$ cat config.mk
export PLATFORM = sky130hd
export DESIGN_NAME = leb128_reader_flat
export DESIGN_NICKNAME = d
export VERILOG_FILES = /design/src/rtl/leb128_reader_if.sv /design/src/rtl/leb128_reader.sv /design/src/flat_wrapper.sv
export SDC_FILE = /design/constraint.sdc
export NUM_CORES = 1
export LEC_CHECK = 0
export ABC_CLOCK_PERIOD_IN_PS = 3300
export CORE_MARGIN = 2
export CORE_UTILIZATION = 47
export DETAILED_ROUTE_END_ITERATION = 8
export PLACE_DENSITY = 0.82
export SLEW_MARGIN = 15
export SYNTH_ARGS = -nofsm -noshare
export SYNTH_HDL_FRONTEND = slang
export SYNTH_SLANG_ARGS = --single-unit
$ cat constraint.sdc
create_clock -name clk -period 3.3 [get_ports clk]
set_input_delay 0.66 -clock clk [delete_from_list [all_inputs] [get_ports clk]]
set_output_delay 0.66 -clock clk [all_outputs]
set_load 0.02 [all_outputs]
$ cat src/rtl/leb128_reader_if.sv
// Memory command/response bus between the LEB128 reader (master) and a word-wide read memory (slave).
interface leb128_reader_if;
  logic        mem_cmd_start;
  logic        mem_cmd_write;
  logic        mem_cmd_ready;
  logic [31:0] mem_addr;
  logic [31:0] mem_rdata;
  logic        mem_rdata_ready;
  logic [31:0] mem_wdata;

  modport master (
    output mem_cmd_start, mem_cmd_write, mem_addr, mem_wdata,
    input  mem_cmd_ready, mem_rdata, mem_rdata_ready
  );

  modport slave (
    input  mem_cmd_start, mem_cmd_write, mem_addr, mem_wdata,
    output mem_cmd_ready, mem_rdata, mem_rdata_ready
  );
endinterface

$ cat src/rtl/leb128_reader.sv
// Decodes one LEB128 value from byte-addressed memory through a one-word read cache.
// Define LEB128_SIGNED_EN to add the signed_mode port and sign extension of the result.
module leb128_reader #(
  parameter int MAX_BYTES = 5
) (
  input  logic        clk,
  input  logic        rst_n,
  input  logic        start,
  input  logic [31:0] start_addr,
`ifdef LEB128_SIGNED_EN
  input  logic        signed_mode,
`endif
  output logic        busy,
  output logic        done,
  output logic [31:0] value,
  output logic [31:0] next_addr,
  output logic        error,
  leb128_reader_if.master mem
);
  localparam int CW = $clog2(MAX_BYTES + 1);

  typedef enum logic [2:0] {IDLE, FETCH, WAIT, DECODE, DONE} state_t;

  state_t         state_q, state_d;
  logic [31:0]    cur_addr_q, cur_addr_d;
  logic [31:0]    acc_q, acc_d;
  logic [CW-1:0]  count_q, count_d;
  logic           cache_valid_q, cache_valid_d;
  logic [29:0]    cache_tag_q, cache_tag_d;
  logic [31:0]    cache_word_q, cache_word_d;
  logic [31:0]    value_q, value_d;
  logic [31:0]    next_addr_q, next_addr_d;
  logic           error_q, error_d;
`ifdef LEB128_SIGNED_EN
  logic           signed_q, signed_d;
  logic [31:0]    shamt_end;
`endif

  logic           cache_hit;
  logic [7:0]     cur_byte;
  logic [31:0]    shamt;
  logic [31:0]    acc_new;
  logic [31:0]    sext_mask;
  logic           last_byte;
  logic           cmd_start;

  assign cache_hit = cache_valid_q && (cache_tag_q == cur_addr_q[31:2]);
  assign shamt     = 32'(count_q) * 32'd7;
  assign acc_new   = acc_q | ({25'd0, cur_byte[6:0]} << shamt);
  assign last_byte = (count_q == CW'(MAX_BYTES - 1));

  // Byte offset 0 sits in the most significant lane of the word.
  always_comb begin
    cur_byte = cache_word_q[31:24];
    case (cur_addr_q[1:0])
      2'd0: cur_byte = cache_word_q[31:24];
      2'd1: cur_byte = cache_word_q[23:16];
      2'd2: cur_byte = cache_word_q[15:8];
      2'd3: cur_byte = cache_word_q[7:0];
      default: cur_byte = cache_word_q[31:24];
    endcase
  end

  always_comb begin
    sext_mask = '0;
`ifdef LEB128_SIGNED_EN
    // Sign bit is bit 6 of the last byte; fill everything above the decoded width.
    shamt_end = shamt + 32'd7;
    if (signed_q && cur_byte[6] && (shamt_end < 32'd32))
      sext_mask = 32'hFFFF_FFFF << shamt_end[4:0];
`endif
  end

  always_comb begin
    state_d       = state_q;
    cur_addr_d    = cur_addr_q;
    acc_d         = acc_q;
    count_d       = count_q;
    cache_valid_d = cache_valid_q;
    cache_tag_d   = cache_tag_q;
    cache_word_d  = cache_word_q;
    value_d       = value_q;
    next_addr_d   = next_addr_q;
    error_d       = error_q;
`ifdef LEB128_SIGNED_EN
    signed_d      = signed_q;
`endif
    cmd_start     = 1'b0;

    case (state_q)
      IDLE: begin
        if (start) begin
          cur_addr_d    = start_addr;
          acc_d         = '0;
          count_d       = '0;
          cache_valid_d = 1'b0;
`ifdef LEB128_SIGNED_EN
          signed_d      = signed_mode;
`endif
          state_d       = FETCH;
        end
      end
      FETCH: begin
        if (cache_hit) begin
          state_d = DECODE;
        end else if (mem.mem_cmd_ready) begin
          cmd_start = 1'b1;
          state_d   = WAIT;
        end
      end
      WAIT: begin
        // rdata_ready alone may be left over from the previous read; ready must accompany it.
        if (mem.mem_cmd_ready && mem.mem_rdata_ready) begin
          cache_word_d  = mem.mem_rdata;
          cache_tag_d   = cur_addr_q[31:2];
          cache_valid_d = 1'b1;
          state_d       = DECODE;
        end
      end
      DECODE: begin
        acc_d      = acc_new;
        cur_addr_d = cur_addr_q + 32'd1;
        count_d    = count_q + CW'(1);
        if (!cur_byte[7] || last_byte) begin
          value_d     = acc_new | sext_mask;
          next_addr_d = cur_addr_q + 32'd1;
          error_d     = cur_byte[7];
          state_d     = DONE;
        end else begin
          state_d = FETCH;
        end
      end
      DONE:    state_d = IDLE;
      default: state_d = IDLE;
    endcase
  end

  always_ff @(posedge clk or negedge rst_n) begin
    if (!rst_n) begin
      state_q       <= IDLE;
      cur_addr_q    <= '0;
      acc_q         <= '0;
      count_q       <= '0;
      cache_valid_q <= 1'b0;
      cache_tag_q   <= '0;
      cache_word_q  <= '0;
      value_q       <= '0;
      next_addr_q   <= '0;
      error_q       <= 1'b0;
`ifdef LEB128_SIGNED_EN
      signed_q      <= 1'b0;
`endif
    end else begin
      state_q       <= state_d;
      cur_addr_q    <= cur_addr_d;
      acc_q         <= acc_d;
      count_q       <= count_d;
      cache_valid_q <= cache_valid_d;
      cache_tag_q   <= cache_tag_d;
      cache_word_q  <= cache_word_d;
      value_q       <= value_d;
      next_addr_q   <= next_addr_d;
      error_q       <= error_d;
`ifdef LEB128_SIGNED_EN
      signed_q      <= signed_d;
`endif
    end
  end

  assign busy      = (state_q != IDLE);
  assign done      = (state_q == DONE);
  assign value     = value_q;
  assign next_addr = next_addr_q;
  assign error     = error_q;

  assign mem.mem_cmd_start = cmd_start;
  assign mem.mem_cmd_write = 1'b0;
  assign mem.mem_addr      = {cur_addr_q[31:2], 2'b00};
  assign mem.mem_wdata     = '0;
endmodule

$ cat src/flat_wrapper.sv
// flat-port wrapper written by rule: the top's interface ports become plain ports
module leb128_reader_flat 
#(
  parameter int MAX_BYTES = 5
)
  (clk, rst_n, start, start_addr, busy, done, value, next_addr, error, mem_mem_cmd_start, mem_mem_cmd_write, mem_mem_addr, mem_mem_wdata, mem_mem_cmd_ready, mem_mem_rdata, mem_mem_rdata_ready);
  leb128_reader_if mem_i ();
  input  logic clk;
  input  logic rst_n;
  input  logic start;
  input  logic [31:0] start_addr;
  output logic busy;
  output logic done;
  output logic [31:0] value;
  output logic [31:0] next_addr;
  output logic error;
  output wire logic [$bits(mem_i.mem_cmd_start)-1:0] mem_mem_cmd_start;
  output wire logic [$bits(mem_i.mem_cmd_write)-1:0] mem_mem_cmd_write;
  output wire logic [$bits(mem_i.mem_addr)-1:0] mem_mem_addr;
  output wire logic [$bits(mem_i.mem_wdata)-1:0] mem_mem_wdata;
  input wire logic [$bits(mem_i.mem_cmd_ready)-1:0] mem_mem_cmd_ready;
  input wire logic [$bits(mem_i.mem_rdata)-1:0] mem_mem_rdata;
  input wire logic [$bits(mem_i.mem_rdata_ready)-1:0] mem_mem_rdata_ready;
  assign mem_mem_cmd_start = mem_i.mem_cmd_start;
  assign mem_mem_cmd_write = mem_i.mem_cmd_write;
  assign mem_mem_addr = mem_i.mem_addr;
  assign mem_mem_wdata = mem_i.mem_wdata;
  assign mem_i.mem_cmd_ready = mem_mem_cmd_ready;
  assign mem_i.mem_rdata = mem_mem_rdata;
  assign mem_i.mem_rdata_ready = mem_mem_rdata_ready;
  leb128_reader #(.MAX_BYTES(MAX_BYTES)) u_core (.clk(clk), .rst_n(rst_n), .start(start), .start_addr(start_addr), .busy(busy), .done(done), .value(value), .next_addr(next_addr), .error(error), .mem(mem_i));
endmodule
### Word-level counts from Yosys, hierarchy flattened

Index checks and enable logic that the tools add are counted.

* equality and inequality tests: 12
* bitwise gates (word level): 1
* $add $sub $neg: 2
* $mul: 1
* reductions and logical operators: 14
* muxes and demuxes: 19
* shift-type cells: 1

Operators with widths (count)
* $pmux W32 S2: 2
* $mux W32: 2
* $add A32 B1 Y32 const B: 1
* $or A32 B32 Y32: 1
* $pmux W8 S4: 1
* $shl A7 B6 Y32: 1
* $eq A30 B30 Y1: 1
* $mux W3: 6
* $pmux W3 S4: 1
* $eq A3 B2 Y1 const B: 2
* $eq A3 B3 Y1 const B: 2
* $mul A3 B3 Y6 const B: 1
* $pmux W3 S2: 1
* $reduce_and A2 Y1: 3
* $reduce_and A3 Y1: 2
* $mux W1: 5
* $eq A2 B2 Y1 const B: 2
* $reduce_bool A2 Y1: 2
* $add A3 B1 Y3 const B: 1
* $eq A3 B1 Y1 const B: 1
* $logic_not A3 Y1: 1
* $ne A3 B2 Y1 const B: 1
* $reduce_bool A3 Y1: 1
* $eq A2 B1 Y1 const B: 1
* 7 further kinds: 8

* flip-flop bits (word level): 198
* input port bits: 69
* output and inout port bits: 133

### Depth between registers and ports, before layout

* depth in word-level cells: 6
* depth in mapped cells: 10
* gate-level depth less buffers: 7

### Least setup slack after synthesis

Ideal clock, no wire load.

* path kind: reg-to-output
* start: register u_core.cur_addr_q[31]
* end: output port mem_mem_cmd_start
* stages on the path, launching flop included: 7
* setup slack: 1139 ps
* required time: 2640 ps
* data arrival time: 1501 ps
* cells stage by stage: dfrtp_1 -> clkbuf_1 -> xnor2_1 -> nand4_1 -> nor4_1 -> a211oi_1 -> and3b_1

* word-level cells in the longest chain between the ends: 4

RTL lines
* start: declaration: RTL line leb128_reader.sv:25 `logic [31:0] cur_addr_q, cur_addr_d;`
* start signal: assignment: RTL line leb128_reader.sv:155 `cur_addr_q <= cur_addr_d;`
* $eq A30 B30 Y1: RTL line leb128_reader.sv:47 `assign cache_hit = cache_valid_q && (cache_tag_q == cur_addr_q[31:2]);`
* $logic_and A1 B1 Y1: RTL line leb128_reader.sv:47
* $mux W1: RTL line leb128_reader.sv:104 `if (cache_hit) begin`
* $mux W1: RTL line leb128_reader.sv:90 `case (state_q)`
* end: declaration: RTL line flat_wrapper.sv:17 `output wire logic [$bits(mem_i.mem_cmd_start)-1:0] mem_mem_cmd_start;`

Every way passes these cells.

### Worst setup path after layout

* start: register u_core.cur_addr_q[24]
* end: output port mem_mem_cmd_start

The elaborated chain is that of the path after synthesis.

==> parameters.txt <==
Parameter                              Value

Detailed routing
  Average routed wire per standard cell    between 15 and 20 um
  Residual antenna-violating net count after detailed routing    0
  Count of TritonRoute iterations in the first routing pass    5
  Via count normalized by instance count    5.56
  Initial detailed-routing violation count    721
  Total Wirelength    25300 um
  Via Count    7527
  Number of remaining DRC errors    0

Clock tree
  Deepest clock path buffer count    2
  Num CTS Buffers    17
  Later-pin clock latency in the skew report    0.45 ns
  Root Driver    clkbuf_16
  Clock-pin slew of the registers on the worst-case setup and hold paths    0.07 ns
  H-tree levels    4
  Post-CTS setup buffer count    0
  TritonCTS clock tree    done
  Number of sinks handled by clock tree synthesis    ~200
  Hold buffer count at CTS    0

Yosys
  Main synth FF type    dfrtp_1
  Mean cell area of the mapped netlist    10.6 sq um
  Number of synthesized register bits    a little under 200
  Biggest area contributors in the synthesized netlist    dfrtp_1 49%, mux2_2 6.4%, buf_4 6.2%
  Yosys synthesis warning count    0
  Number of enable flip-flop cells after synthesis    0
  Dominant cell type by area after synthesis    dfrtp_1
  Cell variety after synth    64
  Total standard cell area after synthesis    between 10000 and 15000 sq um
  Share of synthesized flip-flops with an asynchronous set or reset    100%
  Post-synth top area share    49.0%
  Share of the yosys chip area belonging to registers    49.0%
  Number of cells produced by synthesis    951

Finish
  Antenna diode count    0
  Proportion of layout cells with a drive suffix above 1    18.9%
  Non-filler instance count after layout    1354
  Number of nets in the final layout    between 1000 and 1500
  Layout Area Growth over Synthesis    20.9%

Global routing
  Pin count of the biggest net entering global routing    96
  Vias in the first global route    just over 7000
  Global-route total usage across every layer    between 20 and 25%
  Wire length of the first global-routing pass    39600 um
  Initial antenna violation count    0
  Total grt overflow    0

Critical path
  Endpoint of the most critical setup path    mem_mem_cmd_start
  Crit-path max FO    8
  Critical Setup Path Class    reg2out
  Critical Path End Type    output port
  Startpoint type of the worst setup path    register
  Worst-case register-to-register setup slack    0.67 ns
  Reg2reg path depth    8
  Startpoint of the worst-slack reg-to-reg timing path    u_core.cur_addr_q[0]$_DFFE_PN0P_
  Data arrival time of the critical path    between 2 and 2.5 ns
  Startpoint of the most critical setup path    u_core.cur_addr_q[24]$_DFFE_PN0P_
  Endpoint required time on the critical path    2.64 ns
  Capture point of the worst reg-to-reg path    u_core.next_addr[24]$_DFFE_PN0P_

STA
  Max Clock Freq    319 MHz
  Slew Limit Headroom    47.0%
  Minimum clock period    3.14 ns
  Fin crit share    95.1%
  Accumulated negative setup slack    0 ns
  Number of max-slew violations in the final report    0
  Number of endpoints with negative hold slack in the final report    0
  # setup viols final    0
  Setup repair after global routing missed its margin    no
  Layout Skew    ~0.014 ns
  Worst slew pin tran    0.795 ns

Pwr
  Power Internal    0.00753 W
  Proportion of total power due to net switching    43.1%
  Clk network pwr share    16.6%
  Worst voltage drop across the vdd grid    0.470 mV
  Share of total power in combinational logic    50.4%
  NetSw    0.00570 W
  Seq pwr share    33.1%
  Leakage power    approximately 5 nW
  Cell Pwr Density    about 1100 nW/um^2

Floorplan
  Die X-Extent    151 um
  IO Pins    202
  Die area    between 20000 and 25000 sq um
  Initial standard-cell utilization of the core    47.9%
  Core Region    21100 sq um
  Vertical extent of the die    151 um
  # rows    53

Placed design
  Global placer's final weighted congestion    between 0.8 and 0.9
  Placed cell count    1322
  HPWL after detailed placement    around 18000 um
  Count of port buffers added during placement    166

Run status
  Result of the run    completed

Run
  MaxCap Viol Count    0

Hold path
  Type of the tightest min-delay check    in2async
==> cells by family after synthesis <==
group                      count (synthesis)  share of synthesized area (%)
buffers and inverters                    154                           10.2
and+or+nand+nor                          251                           12.7
AOI/OAI and AO/OA                        220                           15.3
adders and majority gates                  6                          0.743
xor gates and xnor gates                  62                           5.37
other                                      1                         0.0371
muxes                                     59                           6.57
DFF                                      198                           49.0
==> power groups by stage <==
stage          combinational (W)  clock [W]  sequential (W)
2_1_floorplan            0.00432          0         0.00455
3_3_place_gp             0.00649          0         0.00433
3_5_place_dp             0.00660          0         0.00441
4_1_cts                  0.00667    0.00222         0.00437
5_1_grt                  0.00718    0.00233         0.00452
6_report                 0.00667    0.00219         0.00438
==> state kept, by name, indices dropped and copies added, names as in the netlist <==
name                  cells
u_core.acc_q             32
u_core.cache_word_q      32
u_core.cur_addr_q        32
u_core.next_addr         32
u_core.value             32
u_core.cache_tag_q       30
u_core.count_q            3
u_core.state_q            3
u_core.cache_valid_q      1
u_core.error              1
==> critical path, cell delays in order (launching register included) <==
cell and delay [ns]:
dfrtp_1 0.48, xnor2_1 0.32, nand4_1 0.16, nor4_1 0.25
buf_4 0.19, a211oi_1 0.09, and3b_1 0.23, dlygate4sd2_1 0.33
==> cell usage after synthesis, types with 9 or more instances <==
| master | count |
|---|---|
| a21oi_1 | 75 |
| a21oi_2 | 51 |
| a22o_1 | 28 |
| a311oi_1 | 10 |
| and3_1 | 14 |
| buf_2 | 27 |
| buf_4 | 83 |
| buf_6 | 13 |
| clkbuf_1 | 15 |
| dfrtp_1 | 198 |
| inv_1 | 12 |
| mux2_2 | 57 |
| nand2_1 | 36 |
| nand3_1 | 18 |
| nand4_1 | 16 |
| nor2_1 | 101 |
| nor3_1 | 23 |
| o21ai_0 | 19 |
| o22ai_1 | 11 |
| xnor2_1 | 53 |
| xor2_1 | 9 |
==> per-layer routing <==
metal  track usage [%]  share of wire (%)
met1              32.2                 46
met2              34.4                 46
met3              4.85                5.5
met4              6.96                2.4
met5                 0                  0
==> worst min-delay path by stage <==
stage	start	endpoint	slack (ns)	depth (start not counted)
after detailed placement	u_core.cache_valid_q$_DFFE_PN0P_	u_core.cache_valid_q$_DFFE_PN0P_	0.48	2
after global routing	rst_n	u_core.next_addr[24]$_DFFE_PN0P_	0.34	1
after global placement	u_core.cache_valid_q$_DFFE_PN0P_	u_core.cache_valid_q$_DFFE_PN0P_	0.46	2
final	rst_n	u_core.next_addr[21]$_DFFE_PN0P_	0.29	1
after floorplan	rst_n	u_core.acc_q[0]$_DFFE_PN0P_	0.36	0
after CTS	rst_n	u_core.next_addr[23]$_DFFE_PN0P_	0.33	1
==> layout make-up <==
class,instances,area (sq um)
fillers,1793,8870
flip-flops and latches,198,4960
clock inverters,15,199
repair buffers,204,1990
clock buffers,17,425
inverters,12,45.0
well taps,275,344
multi-input cells,633,4260
==> stage by stage <==
stage               worst slack, ns  total power, W  hold slack [ns]  cell area (sq um)  utilization, %
floorplan                      1.14         0.00887            0.364              10200               -
global placement              0.418          0.0108            0.460              11600            54.9
detailed placement            0.412          0.0110            0.484              11600            54.9
CTS                           0.179          0.0133            0.333              12200            57.9
global route                 0.0251          0.0140            0.344              12200            57.9
finish                        0.163          0.0132            0.294              12200            57.9
==> layout by cell type, fill, tap and decap left out, types with 14 or more instances in the layout <==
master and n:
clkbuf_16 17, a22o_1 28, mux2_2 57, nand3_1 18
conb_1 35, a21oi_1 75, nor2_1 101, nand2_1 35
and3_1 14, nor3_1 23, xnor2_1 53, buf_4 35
clkdlybuf4s50_1 164, a21oi_2 51, dfrtp_1 196, nand4_1 16
o21ai_0 19
==> what timing repair did <==
| item | 4_1_cts | 5_1_grt |
|---|---|---|
| setup endpoints to repair | 1 | 0 |
| gates resized for setup | 4 | 0 |
| hold endpoints to repair | 0 | 0 |
Note: power is estimated with default switching activity, not from simulation.
